**config.mk**
```make
export PLATFORM = sky130hd
export DESIGN_NAME = wb_commit_queue
export DESIGN_NICKNAME = d
export VERILOG_FILES = /design/src/rtl/wb_commit_queue_pkg.sv /design/src/rtl/wb_group_fifo.sv /design/src/rtl/wb_commit_queue.sv
export SDC_FILE = /design/constraint.sdc
export NUM_CORES = 1
export LEC_CHECK = 0
export CORE_MARGIN = 5
export CORE_UTILIZATION = 49
export DETAILED_ROUTE_END_ITERATION = 8
export PLACE_DENSITY = 0.76
export SLEW_MARGIN = 20
export SYNTH_ARGS = -nofsm -noshare
export SYNTH_HDL_FRONTEND = slang
export SYNTH_SLANG_ARGS = --single-unit
```
**constraint.sdc**
```tcl
create_clock -name clk -period 8.8 [get_ports clk]
set_clock_uncertainty 0.15 [all_clocks]
set_input_delay 1.32 -clock clk [delete_from_list [all_inputs] [get_ports clk]]
set_output_delay 1.32 -clock clk [all_outputs]
set_load 0.005 [all_outputs]
```
**src/rtl/wb_commit_queue_pkg.sv**
```systemverilog
// Shared types and helpers for the write-back commit queue.
package wb_commit_queue_pkg;

    localparam int unsigned DEFAULT_LANES = 2;
    localparam int unsigned DEFAULT_DEPTH = 4;
    localparam int unsigned MAX_LANES     = 4;
    localparam int unsigned REG_ADDR_W    = 5;
    localparam int unsigned XLEN          = 64;
    localparam int unsigned CNT_W         = 3;

    typedef struct packed {
        logic [XLEN-1:0]       pc;
        logic [XLEN-1:0]       result;
        logic [REG_ADDR_W-1:0] dst;
        logic                  regwrite;
        logic                  is_bubble;
    } wb_entry_t;

    localparam int unsigned ENTRY_W = $bits(wb_entry_t);

    // Number of set bits in a lane mask of up to MAX_LANES lanes.
    function automatic logic [CNT_W-1:0] popCount(input logic [MAX_LANES-1:0] v);
        logic [CNT_W-1:0] c;
        c = '0;
        for (int i = 0; i < int'(MAX_LANES); i++) begin
            c = c + CNT_W'(v[i]);
        end
        return c;
    endfunction

endpackage

```
**src/rtl/wb_group_fifo.sv**
```systemverilog
// Circular buffer of write-back groups with push/pop/flush and occupancy count.
module wb_group_fifo #(
    parameter int unsigned DEPTH = 4,
    parameter int unsigned WIDTH = 8
) (
    input  logic                     clk,
    input  logic                     reset,
    input  logic                     push,
    input  logic                     pop,
    input  logic                     flush,
    input  logic [WIDTH-1:0]         wdata,
    output logic [WIDTH-1:0]         rdata,
    output logic [$clog2(DEPTH):0]   occupancy
);

    localparam int unsigned PTR_W = $clog2(DEPTH);
    localparam int unsigned OCC_W = PTR_W + 1;

    logic [WIDTH-1:0] mem [DEPTH];
    logic [PTR_W-1:0] wrPtr;
    logic [PTR_W-1:0] rdPtr;
    logic             wrEn;
    logic             rdEn;

    // Flush and reset win over any same-cycle transfer.
    assign wrEn  = push && !flush && !reset;
    assign rdEn  = pop && !flush && !reset;
    assign rdata = mem[rdPtr];

    // Payload storage is intentionally left unreset.
    always_ff @(posedge clk) begin
        if (wrEn) begin
            mem[wrPtr] <= wdata;
        end
    end

    always_ff @(posedge clk) begin
        if (reset || flush) begin
            wrPtr     <= '0;
            rdPtr     <= '0;
            occupancy <= '0;
        end else begin
            if (wrEn) begin
                wrPtr <= wrPtr + PTR_W'(1);
            end
            if (rdEn) begin
                rdPtr <= rdPtr + PTR_W'(1);
            end
            occupancy <= occupancy + OCC_W'(wrEn) - OCC_W'(rdEn);
        end
    end

endmodule

```
**src/rtl/wb_commit_queue.sv**
```systemverilog
// Write-back commit queue: buffers groups and decodes the head group into RF writes.
// Optional macro WB_DIFFTEST_EN adds commit_valid/commit_pc trace outputs.
module wb_commit_queue
    import wb_commit_queue_pkg::*;
#(
    parameter int unsigned LANES = DEFAULT_LANES,
    parameter int unsigned DEPTH = DEFAULT_DEPTH
) (
    input  logic                             clk,
    input  logic                             reset,
    input  logic                             in_valid,
    output logic                             in_ready,
    input  wb_entry_t [LANES-1:0]            in_group,
    input  logic                             flush,
    input  logic                             stall,
    output logic [LANES-1:0]                 rf_wen,
    output logic [LANES-1:0][REG_ADDR_W-1:0] rf_waddr,
    output logic [LANES-1:0][XLEN-1:0]       rf_wdata,
    output logic                             handin,
    output logic [CNT_W-1:0]                 commit_cnt,
    output logic [$clog2(DEPTH):0]           occupancy
`ifdef WB_DIFFTEST_EN
    ,
    output logic [LANES-1:0]                 commit_valid,
    output logic [LANES-1:0][XLEN-1:0]       commit_pc
`endif
);

    localparam int unsigned OCC_W   = $clog2(DEPTH) + 1;
    localparam int unsigned GROUP_W = LANES * ENTRY_W;

    wb_entry_t [LANES-1:0] headGroup;
    logic                  doPush;
    logic                  doPop;
    logic [LANES-1:0]      laneCommit;
    logic [LANES-1:0]      wenRaw;

    assign in_ready = occupancy < OCC_W'(DEPTH);
    assign doPush   = in_valid && in_ready && !flush && !reset;
    assign doPop    = (occupancy != '0) && !stall && !flush && !reset;

    wb_group_fifo #(
        .DEPTH (DEPTH),
        .WIDTH (GROUP_W)
    ) u_fifo (
        .clk       (clk),
        .reset     (reset),
        .push      (doPush),
        .pop       (doPop),
        .flush     (flush),
        .wdata     (in_group),
        .rdata     (headGroup),
        .occupancy (occupancy)
    );

    // Decode head group; on a dst collision only the highest committing lane writes.
    always_comb begin
        laneCommit = '0;
        wenRaw     = '0;
        rf_wen     = '0;
        rf_waddr   = '0;
        rf_wdata   = '0;
        for (int i = 0; i < int'(LANES); i++) begin
            laneCommit[i] = doPop && !headGroup[i].is_bubble;
            wenRaw[i]     = laneCommit[i] && headGroup[i].regwrite
                            && (headGroup[i].dst != REG_ADDR_W'(0));
            if (laneCommit[i]) begin
                rf_waddr[i] = headGroup[i].dst;
                rf_wdata[i] = headGroup[i].result;
            end
        end
        for (int i = 0; i < int'(LANES); i++) begin
            rf_wen[i] = wenRaw[i];
            for (int j = i + 1; j < int'(LANES); j++) begin
                if (wenRaw[j] && (headGroup[j].dst == headGroup[i].dst)) begin
                    rf_wen[i] = 1'b0;
                end
            end
        end
    end

    assign commit_cnt = popCount(MAX_LANES'(laneCommit));
    assign handin     = (commit_cnt != '0);

`ifdef WB_DIFFTEST_EN
    always_comb begin
        commit_valid = laneCommit;
        commit_pc    = '0;
        for (int i = 0; i < int'(LANES); i++) begin
            if (laneCommit[i]) begin
                commit_pc[i] = headGroup[i].pc;
            end
        end
    end
`else
    // The pc field only feeds the trace port; fold it away when that port is absent.
    logic unusedPc;
    always_comb begin
        unusedPc = 1'b0;
        for (int i = 0; i < int'(LANES); i++) begin
            unusedPc = unusedPc ^ (^headGroup[i].pc);
        end
    end
`endif

endmodule

```
* Yosys cells after proc, flatten, opt, wreduce, memory -nomap -nowiden
Memory sizes are Yosys's and may differ from the RTL's. A register that Yosys moved wholly into a read port is not among the register bits. Cells that the tools add are included.
Storage, ports and cells: register bits after elaboration 7, bits in latches 0, memory bits (writable) 1080, ROM bits 0, bits of input ports 275, output and inout bits 148, word-level logic and storage cells 47, memories 1
Memory list:
- u_fifo.mem | words 4, bits a word 270, rd ports 1, clocked after memory_dff 1, wr ports 1, line wb_group_fifo.sv:19 | logic [WIDTH-1:0] mem [DEPTH];
Cells by class: add/subtract/negate cells 5, $mul 0, divide/modulo/power cells 0, order comparisons 1, equal/unequal tests 1, shift-type cells 0, muxes and demuxes 9, bitwise operators 0, reductions and logical operators 27
Operators by type and width (count):
- $mux W64 | 2
- $logic_and A1 B1 Y1 | 17
- $mux W5 | 2
- $reduce_bool A5 Y1 | 2
- $reduce_bool A3 Y1 | 2
- $eq A5 B5 Y1 | 1
- $logic_not A1 Y1 | 5
- $add A2 B1 Y2 const B | 2
- $mux W2 | 2
- $add A3 B1 Y3 | 1
- $lt A3 B3 Y1 const B | 1
- $mux W1 | 3
- $sub A3 B1 Y3 | 1
- $add A1 B1 Y2 | 1
- $logic_or A1 B1 Y1 | 1

* Longest topological paths before layout
word-level depth 9, depth in mapped cells 10, depth with buffers taken out 10

* Hierarchy
From an unflattened synthesis, not the netlist that was laid out.
Unflattened totals: cell total of the unflattened synthesis 1631, area, all modules 40580.2 µm²
Modules (own cells, without submodules):
- wb_group_fifo | instances 1, cells an instance 1453, area each 39389.0 µm², sequential area each 32611.3 µm²
- wb_commit_queue | instances 1, cells an instance 178, area each 1191.1 µm², sequential area each 0.0 µm²

* Worst setup path before layout
OpenSTA, ideal clock, no wires.
path kind input to register, from input flush, to memory u_fifo.mem[0][0] (netlist name) (enable), library setup time 518 ps, arrival 5371 ps, required time 8132 ps, path slack 2761 ps, cell stages on the path 4, path buffers 1, cells stage by stage or2_2 -> clkbuf_1 -> nor2b_1 -> and2_1
On the way: word-level cells in the longest chain between the ends 7
Ends and longest elaborated chain:
- start: declaration | line wb_commit_queue.sv:14 | input logic flush,
- $logic_not A1 Y1 * | line wb_group_fifo.sv:26, wb_commit_queue.sv:39
- $logic_and A1 B1 Y1 (2 in a row) | line wb_commit_queue.sv:39 | assign doPush = in_valid && in_ready && !flush && !reset;
- $logic_and A1 B1 Y1 * (2 in a row) | line wb_group_fifo.sv:26 | assign wrEn = push && !flush && !reset;
- named net u_fifo.wrEn | line wb_group_fifo.sv:22 | logic wrEn;
- $mux W1 * | line wb_group_fifo.sv:32 | if (wrEn) begin
- $mux W1 (not written as such) * | line wb_group_fifo.sv:33 | mem[wrPtr] <= wdata;
- end: declaration | line wb_group_fifo.sv:19
Mark *: on every way through the listed nets, which the timed path passes. The rest lies on a longest branch.

==> impl_metrics.toml <==
[synthesis]
netlist_area_um2 = 21950
synthTopCellsByArea = "edfxtp_1, mux4_2, and2_1"
yosysTopAreaCellShare = 0.7769
ys_seq_elements = 577
ys_warn_count = 0
synthFlopType = "edfxtp_1"
yosysMostFrequentCell = "edfxtp_1"
synth_nets = 1248
netlist_instances = 964
synthDistinctLibCells = 29
synth_top_area_cell = "edfxtp_1"
netlist_top_cells_count = "edfxtp_1, and2_1, mux4_2"
yosysSeqAreaShare = 0.7851
async_flop_share = 0
syn_area_per_cell_um2 = 22.77
synth_edf_count = 568

[global_route]
grt_pass1_wl_um = 68530
grt_use_total = 0.1803
grt_max_degree = 116
antenna_found_initial = 10
gr-total-overflow = 0
first_global_vias = 11265

[drt]
vias_per_cell = 5.450
routedWlPerCell_um = 23.41
totalWireLength_um = 45000
firstDrtPassIters = 5
first_iter_violations = 800
remaining_drc_errors = 0
vias = 10474
final_antenna_net_count = 0

[cts]
cts_tree = "done"
clkTransAtPathRegs_ns = 0.06
ctsResizeCount = 0
clock_path_buffers = 3
h-tree-depth = 2
cts-root-buf = "clkbuf_16"
clock_latency_ns = 0.58
cts_setup_buffers = 0
hold_buffers = 0
cts_buffers = 57
cts.sinks = 577

[setup_path]
worstPathRequired_ns = 7.33
startpoint_type = "input port"
path_max_fanout = 42
r2r_end = "u_fifo.mem[2][196]$_DFFE_PP_"
r2r_start = "u_fifo.occupancy[2]$_SDFF_PP0_"
reg2reg_depth = 4
cp-end-kind = "output port"
cp_data_arrival_time_ns = 4.53
rrSetupSlack_ns = 5.40
crit_type = "in2out"

[min_path]
hold_start = "u_fifo.rdPtr[1]$_SDFFE_PP0P_"
hold_depth = 2
holdCritPathClass = "reg2reg"

[sta]
worstMarginPinSlew_ns = 1.107
setup_violations = 0
relSlewSlack = 0.2623
slew_viol_final = 0
rsz0062_at_grt = "false"
worst_hold_slack_ns = 0.3886
postLayoutSetupSlackWorst_ns = 2.801
max_freq_mhz = 166.7
setup-tns-final_ns = 0
hold_viol = 0
post-route-period-util = 0.6817
period_minus_slack_ns = 5.999

[die]
core_area_um2 = 44320
start_util = 0.4954
ios = 423
die_w_um = 221.7
dieArea_um2 = 49140
row_count = 77
die_h_um = 221.7

[cells_and_area]
fin_util = 0.6197
final_net_count = 1564
layout-drive-gt1-share = 0.1861
stdcell_area_um2 = 27460
area_growth_pct = 25.09

[place]
place_ws_ns = 2.726
dpl.hpwl_um = 26090
placed_cell_area_um2 = 25540
finalWeightedCongestion = 0.7183
io_buffers = 293

[power_and_ir_drop]
power_density_nw_per_um2 = 206.3
irDropWorstVdd_mv = 0.1531
p_leak_nw = 8.604

[run_status]
status = "complete, no violations"

[flow_run]
drv_cap = 0
-- cells in the final DEF, fill, tap and decap left out, types with 4 or more instances in the layout --
cell,count
mux4_2,140
nor2_1,9
xor2_1,5
dfxtp_1,7
xnor2_1,5
clkbuf_1,12
clkinv_2,6
ha_1,8
and2_1,137
and2_4,4
clkbuf_16,57
clkinv_1,11
edfxtp_1,568
buf_4,10
inv_1,8
clkinvlp_4,4
bufinv_16,9
clkdlybuf4s50_1,293
-- power breakdown --
| group | switching, mW | total [mW] | internal, mW |
|---|---|---|---|
| Combinational | 0.0631 | 0.147 | 0.0834 |
| Clock | 0.984 | 2.46 | 1.48 |
| Sequential | 0.00699 | 3.06 | 3.05 |
| Total | 1.05 | 5.67 | 4.61 |
-- worst max-delay path, cell delays in order --
cell and delay (ns):
clkdlybuf4s50_1 0.43, or3_1 0.45, or3_1 0.42, inv_2 0.57
buf_4 0.47, and2_1 0.19, clkdlybuf4s50_1 0.63
-- metrics by stage --
stage                     total power [mW]  cells
after floorplan                      3.158    964
after global placement               3.253   1813
after detailed placement             3.262   1813
after CTS                            5.723   1919
after global routing                 5.847   1920
final                                5.666   1922
-- flip-flops by register name (all words and copies together) (netlist names), named ones only --
signal / flops
u_fifo.wrPtr: 2
u_fifo.mem: 568
u_fifo.occupancy: 3
u_fifo.rdPtr: 2
-- per-layer routing --
metal,GRT usage,vias up,wire [um]
li1,-,4586,-
met1,0.2352,5437,17880
met2,0.2903,360,22040
met3,0.06487,77,3988
met4,0.05250,14,1015
met5,0,-,82
-- final cells by class --
| type | count | area [um2] |
|---|---|---|
| flip-flops and latches | 577 | 17240 |
| well taps | 592 | 740.7 |
| clock buffers | 72 | 1513 |
| diodes | 3 | 7.507 |
| multi-input cells | 329 | 4467 |
| clock inverters | 34 | 406.6 |
| repair buffers | 305 | 3048 |
| inverters | 10 | 37.54 |
| fillers | 3096 | 16850 |
-- cell families after synthesis --
| group | Yosys count | share of synthesized area |
|---|---|---|
| compound gates | 4 | 0.001938 |
| xor+xnor | 10 | 0.003989 |
| fa+ha+maj | 9 | 0.005471 |
| buf+inv | 58 | 0.01191 |
| flops | 577 | 0.7851 |
| mux | 142 | 0.1460 |
| other cells | 1 | 0.0001708 |
| simple gates | 163 | 0.04542 |
-- worst max-delay path by stage --
stage,end,cells after the start,startpoint
5_1_grt,rf_wdata[65],7,flush
2_1_floorplan,u_fifo.mem[0][0]$_DFFE_PP_,4,flush
3_3_place_gp,rf_wdata[65],7,flush
6_report,rf_wdata[65],7,flush
4_1_cts,rf_wdata[64],7,flush
3_5_place_dp,rf_wdata[64],7,flush
Power figures use the tool's default switching activity.
